$ cat config.mk
export PLATFORM = sky130hd
export DESIGN_NAME = ws_block
export DESIGN_NICKNAME = d
export VERILOG_FILES = /design/src/rtl/ws_block.sv
export SDC_FILE = /design/constraint.sdc
export NUM_CORES = 1
export LEC_CHECK = 0
export ABC_CLOCK_PERIOD_IN_PS = 3700
export CAP_MARGIN = 15
export CORE_MARGIN = 5
export CORE_UTILIZATION = 54
export CTS_BUF_LIST = sky130_fd_sc_hd__clkbuf_8
export DETAILED_ROUTE_END_ITERATION = 10
export PLACE_DENSITY = 0.85
export SETUP_SLACK_MARGIN = 0.05
export SLEW_MARGIN = 20
export SYNTH_ARGS = -nofsm -noshare
export SYNTH_HDL_FRONTEND = slang
export SYNTH_SLANG_ARGS = --single-unit
$ cat constraint.sdc
create_clock -name CLOCK_50_I -period 3.7 [get_ports CLOCK_50_I]
set_input_delay 0.37 -clock CLOCK_50_I [delete_from_list [all_inputs] [get_ports CLOCK_50_I]]
set_output_delay 0.37 -clock CLOCK_50_I [all_outputs]
set_load 0.02 [all_outputs]
$ cat src/rtl/ws_block.sv
// Write-back engine: streams one 8x8 block of reconstructed S values out of DPRAM,
// clips each to 8 bits, packs pixel pairs and writes them to the Y/U/V planes in SRAM.
module ws_block #(
  parameter logic [17:0] Y_BASE = 18'd0,
  parameter logic [17:0] U_BASE = 18'd38400,
  parameter logic [17:0] V_BASE = 18'd57600
) (
  input  logic        CLOCK_50_I,
  input  logic        Reset,
  input  logic        WS_start,
  output logic        WS_done,
  output logic        WS_frame_done,
  output logic [6:0]  WS_read_address,
  input  logic [31:0] WS_read_data,
  output logic [17:0] SRAM_address,
  output logic [15:0] SRAM_write_data,
  output logic        SRAM_we_n
);

  typedef enum logic [2:0] {
    S_WS_IDLE,
    S_WS_LI,
    S_WS_CC,
    S_WS_LO_1,
    S_WS_LO_2
  } ws_state_t;

  localparam logic [1:0] PL_Y = 2'd0;
  localparam logic [1:0] PL_U = 2'd1;
  localparam logic [1:0] PL_V = 2'd2;

  ws_state_t   state;
  logic [1:0]  plane;
  logic [5:0]  cb;
  logic [4:0]  rb;
  logic [5:0]  k;
  logic [7:0]  even_pix;

  logic [7:0]  clip;
  logic [17:0] base, rb_off, r_off, wr_addr;
  logic [2:0]  r;
  logic [1:0]  c;
  logic [5:0]  cb_end;
  logic        last_block;

  always_comb begin
    clip = WS_read_data[7:0];
    if (WS_read_data[31])          clip = 8'h00;
    else if (|WS_read_data[30:8])  clip = 8'hFF;
  end

  // k is the odd element of the pair being written; k[5:1] equals that of k-1.
  assign r = k[5:3];
  assign c = k[2:1];

  // Row strides: Y S=160 (block row 1280), U/V S=80 (block row 640), built from shifts.
  always_comb begin
    base   = Y_BASE;
    rb_off = ({13'd0, rb} << 10) + ({13'd0, rb} << 8);
    r_off  = ({15'd0, r} << 7) + ({15'd0, r} << 5);
    cb_end = 6'd39;
    if (plane != PL_Y) begin
      base   = (plane == PL_U) ? U_BASE : V_BASE;
      rb_off = ({13'd0, rb} << 9) + ({13'd0, rb} << 7);
      r_off  = ({15'd0, r} << 6) + ({15'd0, r} << 4);
      cb_end = 6'd19;
    end
  end

  assign wr_addr    = base + rb_off + r_off + {10'd0, cb, 2'b00} + {16'd0, c};
  assign last_block = (plane == PL_V) && (cb == 6'd19) && (rb == 5'd29);

  always_ff @(posedge CLOCK_50_I) begin
    if (Reset) begin
      state           <= S_WS_IDLE;
      plane           <= PL_Y;
      cb              <= 6'd0;
      rb              <= 5'd0;
      k               <= 6'd0;
      even_pix        <= 8'd0;
      WS_done         <= 1'b0;
      WS_frame_done   <= 1'b0;
      WS_read_address <= 7'd0;
      SRAM_address    <= 18'd0;
      SRAM_write_data <= 16'd0;
      SRAM_we_n       <= 1'b1;
    end else begin
      WS_done       <= 1'b0;
      WS_frame_done <= 1'b0;
      SRAM_we_n     <= 1'b1;
      case (state)
        S_WS_IDLE: begin
          if (WS_start) begin
            WS_read_address <= 7'd0;
            k               <= 6'd0;
            state           <= S_WS_LI;
          end
        end
        S_WS_LI: begin
          WS_read_address <= 7'd1;
          state           <= S_WS_CC;
        end
        S_WS_CC: begin
          // Read address runs two elements ahead of the captured data.
          if (WS_read_address != 7'd63)
            WS_read_address <= WS_read_address + 7'd1;
          if (!k[0]) begin
            even_pix <= clip;
          end else begin
            SRAM_we_n       <= 1'b0;
            SRAM_address    <= wr_addr;
            SRAM_write_data <= {even_pix, clip};
          end
          k <= k + 6'd1;
          if (k == 6'd62) state <= S_WS_LO_1;
        end
        S_WS_LO_1: begin
          SRAM_we_n       <= 1'b0;
          SRAM_address    <= wr_addr;
          SRAM_write_data <= {even_pix, clip};
          state           <= S_WS_LO_2;
        end
        S_WS_LO_2: begin
          WS_done <= 1'b1;
          k       <= 6'd0;
          state   <= S_WS_IDLE;
          if (cb != cb_end) begin
            cb <= cb + 6'd1;
          end else begin
            cb <= 6'd0;
            if (rb != 5'd29) begin
              rb <= rb + 5'd1;
            end else begin
              rb <= 5'd0;
              case (plane)
                PL_Y:    plane <= PL_U;
                PL_U:    plane <= PL_V;
                default: plane <= PL_Y;
              endcase
            end
          end
          if (last_block) WS_frame_done <= 1'b1;
        end
        default: state <= S_WS_IDLE;
      endcase
    end
  end

endmodule

Word level (Yosys, flattened, before mapping)
Cells that the tools add are included.
Widths: inputs -> output; s select.
- logic and storage cells: 87
- output and inout bits: 44
- flip-flop bits (word level): 74
- reduce and logical (&&, ||, !) cells: 17
- bitwise operators: 4
- equal/unequal tests: 16
- add/sub/neg operators: 12
- mux-type cells: 26
- operators with widths (cell ; number):
    $mux 18 ; 4
    $add 18x18->18 ; 2
    $pmux 18 s2 ; 1
    $pmux 16 s2 ; 1
    $reduce_or 23->1 ; 1
    $pmux 7 s3 ; 1
    $add 18x2->18 ; 1
    $add 18x8->18 ; 1
    $mux 6 ; 3
    $pmux 6 s3 ; 1
    $add 15x13->16 ; 1
    $mux 16 ; 1
    $mux 8 ; 2
    $add 14x12->15 ; 1
    $mux 15 ; 1
    $mux 7 ; 2
    $add 6x1->6 const B ; 2
    $pmux 3 s4 ; 1
    $add 10x8->11 ; 1
    $add 9x7->10 ; 1
    $reduce_and 2->1 ; 5
    $ne 2x2->1 const B ; 4
    $add 7x1->7 const B ; 1
    $ne 7x6->1 const B ; 1
    24 further kinds ; 35

Logic depth before layout (Yosys ltp)
- depth in word-level cells: 9
- gate-level depth with buffers: 13

Least setup slack after synthesis
Ideal clock, no wire load.
- kind: register to register
- start point: reg plane[1]
- end point: reg SRAM_address[15]
- setup time: 121 ps
- required time: 3579 ps
- cell stages (with the launch flop): 13
- arrival: 2857 ps
- clock period less this slack: 2978 ps
- buffers on the path: 2
- slack: 722 ps
- cell sequence: dfxtp_1 > or2_2 > clkbuf_1 > buf_1 > nand2_1 > fa_1 > inv_1 > ha_1 > a211oi_1 > o211ai_1 > a31oi_1 > xor2_1 > o21ai_0
- cells in the longest elaborated chain, start to end: 9
- ends and longest elaborated chain (item ; RTL line ; text):
    start: declaration ; 33 ; logic [1:0] plane;
    start signal: assignment ; 76 ; plane <= PL_Y;
    start signal: assignment ; 136 ; PL_Y: plane <= PL_U;
    start signal: assignment ; 137 ; PL_U: plane <= PL_V;
    $eq 2x1->1 ; 63 ; base = (plane == PL_U) ? U_BASE : V_BASE;
    $mux 15 ; 63 ;
    $mux 18 ; 62 ; if (plane != PL_Y) begin
    $add 18x18->18 ; 70 ; assign wr_addr = base + rb_off + r_off + {10'd0, cb, 2'b00} + {16'd0, c};
    $add 18x18->18 * ; 70 ;
    $add 18x8->18 * ; 70 ;
    $add 18x2->18 * ; 70 ;
    $mux 18 ; 107 ; if (!k[0]) begin
    $pmux 18 s2 * ; 91 ; case (state)
    end signal: assignment ; 111 ; SRAM_address <= wr_addr;
    end signal: assignment ; 119 ; SRAM_address <= wr_addr;
    end: declaration ; 15 ; output logic [17:0] SRAM_address,
Every way passes the cells marked *; elsewhere a longest branch is shown, timed or not. The select of a mux whose other input is x is not followed.
A chain may end at the register's enable or synchronous reset.

Worst setup path in the final report
- start point: reg rb[2]
- end point: reg SRAM_address[15]
- cells in the longest elaborated chain, start to end: 8
- ends and longest elaborated chain (item ; RTL line ; text):
    start: declaration ; 35 ; logic [4:0] rb;
    start signal: assignment ; 132 ; rb <= rb + 5'd1;
    $add 15x13->16 or $add 14x12->15 (tied branches) ; 59, 64 ;
    $mux 18 * ; 62 ;
    $add 18x18->18 * (2 in a row) ; 70 ;
    $add 18x8->18 * ; 70 ;
    $add 18x2->18 * ; 70 ;
    $mux 18 ; 107 ;
    $pmux 18 s2 * ; 91 ;
Marked as above.

==> impl_metrics.ini <==
[detailed_routing]
drtIter0Drc = 249
routedWlPerCell_um = 15.3
antenna_left = 0
via_per_inst = 5.70
vias = 3819
drc = 0
drtPass1Iterations = 5
routed_wl_um = 10300

[pwr]
seqPwrFrac_pct = 52.1
power_mw = 1.58
switching_power_mw = 0.371
internal_power_mw = 1.21
p_leak_nw = 2.04
p_per_area_mw_per_mm2 = 311
pwr-share-clk_pct = 39.8
switching_share_pct = 23.4
combPwrFrac_pct = 8.1
ir_worst_vdd_uv = 256

[worst_setup_path]
crit_start = rb[2]
cp_data_required_time_ns = 3.93
path_cells = ha_1, fa_1, nand2_1, nand2_1, fa_1, ha_1, a21oi_1, o211ai_1, a31oi_1, xor2_1, o21ai_0
crit_path_end_kind = flop
cp.arrival_ns = 3.43
crit_slowest_cell = dfxtp_1
timing.rr.start = rb[2]
crit_path_start_kind = flop
critPathMaxFanout = 10
ff2ff_path_depth = 11
max_stage_delay_ns = 0.53
regToRegSetupSlack_ns = 0.50
path_class = flop to flop
r2r_end = SRAM_address[15]

[clock_network]
ctsHtreeMaxLevel = 3
numCtsBuffers = 9
clk_latency_ns = 0.34
postCtsSetupRepairBufs = 0
cts_hold_buf = 0
cts-resized-gates = 0
clk_pin_slew_worst_paths_ns = 0.08
cts_root_buf = clkbuf_8
cts_tree = yes
cts_sinks = 74
clock_path_buffers = 2

[global_routing]
grt-ovfl-total = 0
grt_max_degree = 53
antenna_found_initial = 0
grt_pass1_wl_um = 17400
track_usage_pct = 21.8
grt_pass1_vias = 3850

[sta]
fin_tns_setup_ns = 0
finalSetupViolCount = 0
min_period_ns = 3.20
fmax_mhz = 312
slew_viol_final = 0
relSlewSlack_pct = 37.0
rsz0062_at_grt = false
tightest_slew_ns = 0.946
hold_viol = 0
skew_ns = 0.00731
post-route-period-util_pct = 86.5

[placement]
port_buffers = 78
hpwl_um = 7530
dpl.cell_count = 654
globalplace.congestion = 0.882

[synthesis]
synth-main-ff-cell = dfxtp_1
synth_edf_count = 0
yosysWarnings = 0
async_flop_share_pct = 0
ys_seq_area_share_pct = 36.2
syn_area_mm2 = 0.00409
synth-seq-cells = 74
netlist_instances = 502
synth_nets = 571
syn_avg_cell_area_um2 = 8.15
synth_cell_type_count = 57

[die]
core_mm2 = 0.00733
dieArea_mm2 = 0.00941
io_pins = 79
rows = 31
initial_utilization_pct = 55.8
die_w_um = 97.0
die_y_um = 97.0

[worst_hold_path]
min_path_cells = 2
min-delay-start = SRAM_address[1]
hold_end = SRAM_address[1]
hp-class = flop to flop

[cells_and_area]
finalNonFillerCells = 670
layout-drive-gt1-share_pct = 4.73
area_growth_pct = 24.6
fillCellCount = 563
num_antenna_cells = 0
fin_nets = 635

[flow_run]
maxCapViolations = 0

[status]
status = finished, final reports clean
==> routing by layer <==
layer / vias up / global-route usage, % / part of all wire [%]
met5: - / 0 / 0
met4: 0 / 5.94 / 1.8
met3: 20 / 4.75 / 4.4
met2: 96 / 40.8 / 53
met1: 1808 / 24.8 / 41
li1: 1895 / - / -
==> Yosys cell counts, drive strengths merged (5+ instances only) <==
cell type  instances  area (um2)
a211oi             8        60.1
a21o               5        37.5
a21oi             36         180
and3               6        37.5
and4               5        43.8
buf               11        57.6
clkbuf            18        67.6
dfxtp             74        1480
fa                 6         120
ha                28         350
inv               16        60.1
mux2i              9        90.1
nand2             63         236
nand3             24         120
nand4              5        31.3
nor2              61         229
nor3              21         110
nor4              15        93.8
o21ai             25         125
xnor2             12         105
xor2               6        52.6
==> worst max-delay path: cells and delay by family (launching register included) <==
family	cells	cell delay, ns
AOI/OAI and AO/OA	4	0.88
xor gates and xnor gates	1	0.15
and+or+nand+nor	2	0.15
adders and majority gates	4	1.39
DFF	1	0.53
==> through the flow <==
stage | utilization, % | setup WS (ns) | hold WS (ns) | area, um2
3_3_place_gp | 66.8 | 0.674 | 0.442 | 4900
3_5_place_dp | 66.8 | 0.519 | 0.446 | 4900
4_1_cts | 69.5 | 0.517 | 0.457 | 5100
2_1_floorplan | - | 0.722 | 0.432 | 4090
5_1_grt | 69.5 | 0.237 | 0.480 | 5100
6_report | 69.5 | 0.499 | 0.455 | 5100
==> registers in the layout, summed over array words and instances, names as in the netlist <==
signal,cells
SRAM_address,18
plane,2
state,3
WS_done,1
rb,5
cb,6
even_pix,8
WS_read_address,7
SRAM_we_n,1
k,6
SRAM_write_data,16
WS_frame_done,1
==> layout by cell type (no fill, tap or decap), types with 5 or more instances in the layout <==
cell	count
a21oi_1	36
clkbuf_8	11
inv_1	19
o21ai_1	12
nand2_1	63
a21o_1	5
nor2_1	61
ha_1	28
xnor2_1	12
a211oi_1	8
and3_1	6
mux2i_1	9
nor3_1	19
fa_1	6
nand4_1	5
nand3_1	24
dfxtp_1	74
and4_1	5
clkdlybuf4s50_1	77
o21ai_0	13
xor2_1	6
nor4_1	15
==> cells by family (layout without fill, tap and decap cells) <==
logic type / Yosys count / in the layout / synth area share [%]
DFF: 74 / 74 / 36.2
buffers and inverters: 45 / 114 / 4.53
AOI/OAI and AO/OA: 96 / 96 / 14.6
and+or+nand+nor: 225 / 225 / 26.8
xor gates and xnor gates: 18 / 18 / 3.85
adders and majority gates: 34 / 34 / 11.5
muxes: 10 / 10 / 2.48
==> cell type report <==
cell class / instances / area, um2 / area share [%]
clock buffers: 11 / 151 / 2.97
clock inverters: 5 / 46.3 / 0.908
inverters: 16 / 60.1 / 1.18
multi-input cells: 383 / 2430 / 47.6
flip-flops and latches: 74 / 1480 / 29.1
well taps: 99 / 124 / 2.43
repair buffers: 82 / 806 / 15.8
==> power by group through the flow <==
stage / logic [mW] / registers (mW) / clock network [mW]
floorplan: 0.0637 / 0.843 / 0
global placement: 0.124 / 0.843 / 0
finish: 0.128 / 0.825 / 0.630
global route: 0.139 / 0.827 / 0.670
detailed placement: 0.127 / 0.843 / 0
CTS: 0.128 / 0.825 / 0.637
==> how the worst max path moves through the flow <==
stage,cells after the start,slack (ns),endpoint
2_1_floorplan,12,0.72,SRAM_address[15]
3_3_place_gp,11,0.67,SRAM_address[15]
3_5_place_dp,11,0.52,SRAM_address[15]
4_1_cts,11,0.52,SRAM_address[15]
5_1_grt,11,0.24,SRAM_address[15]
6_report,11,0.50,SRAM_address[15]
(Power assumes the default switching activity.)
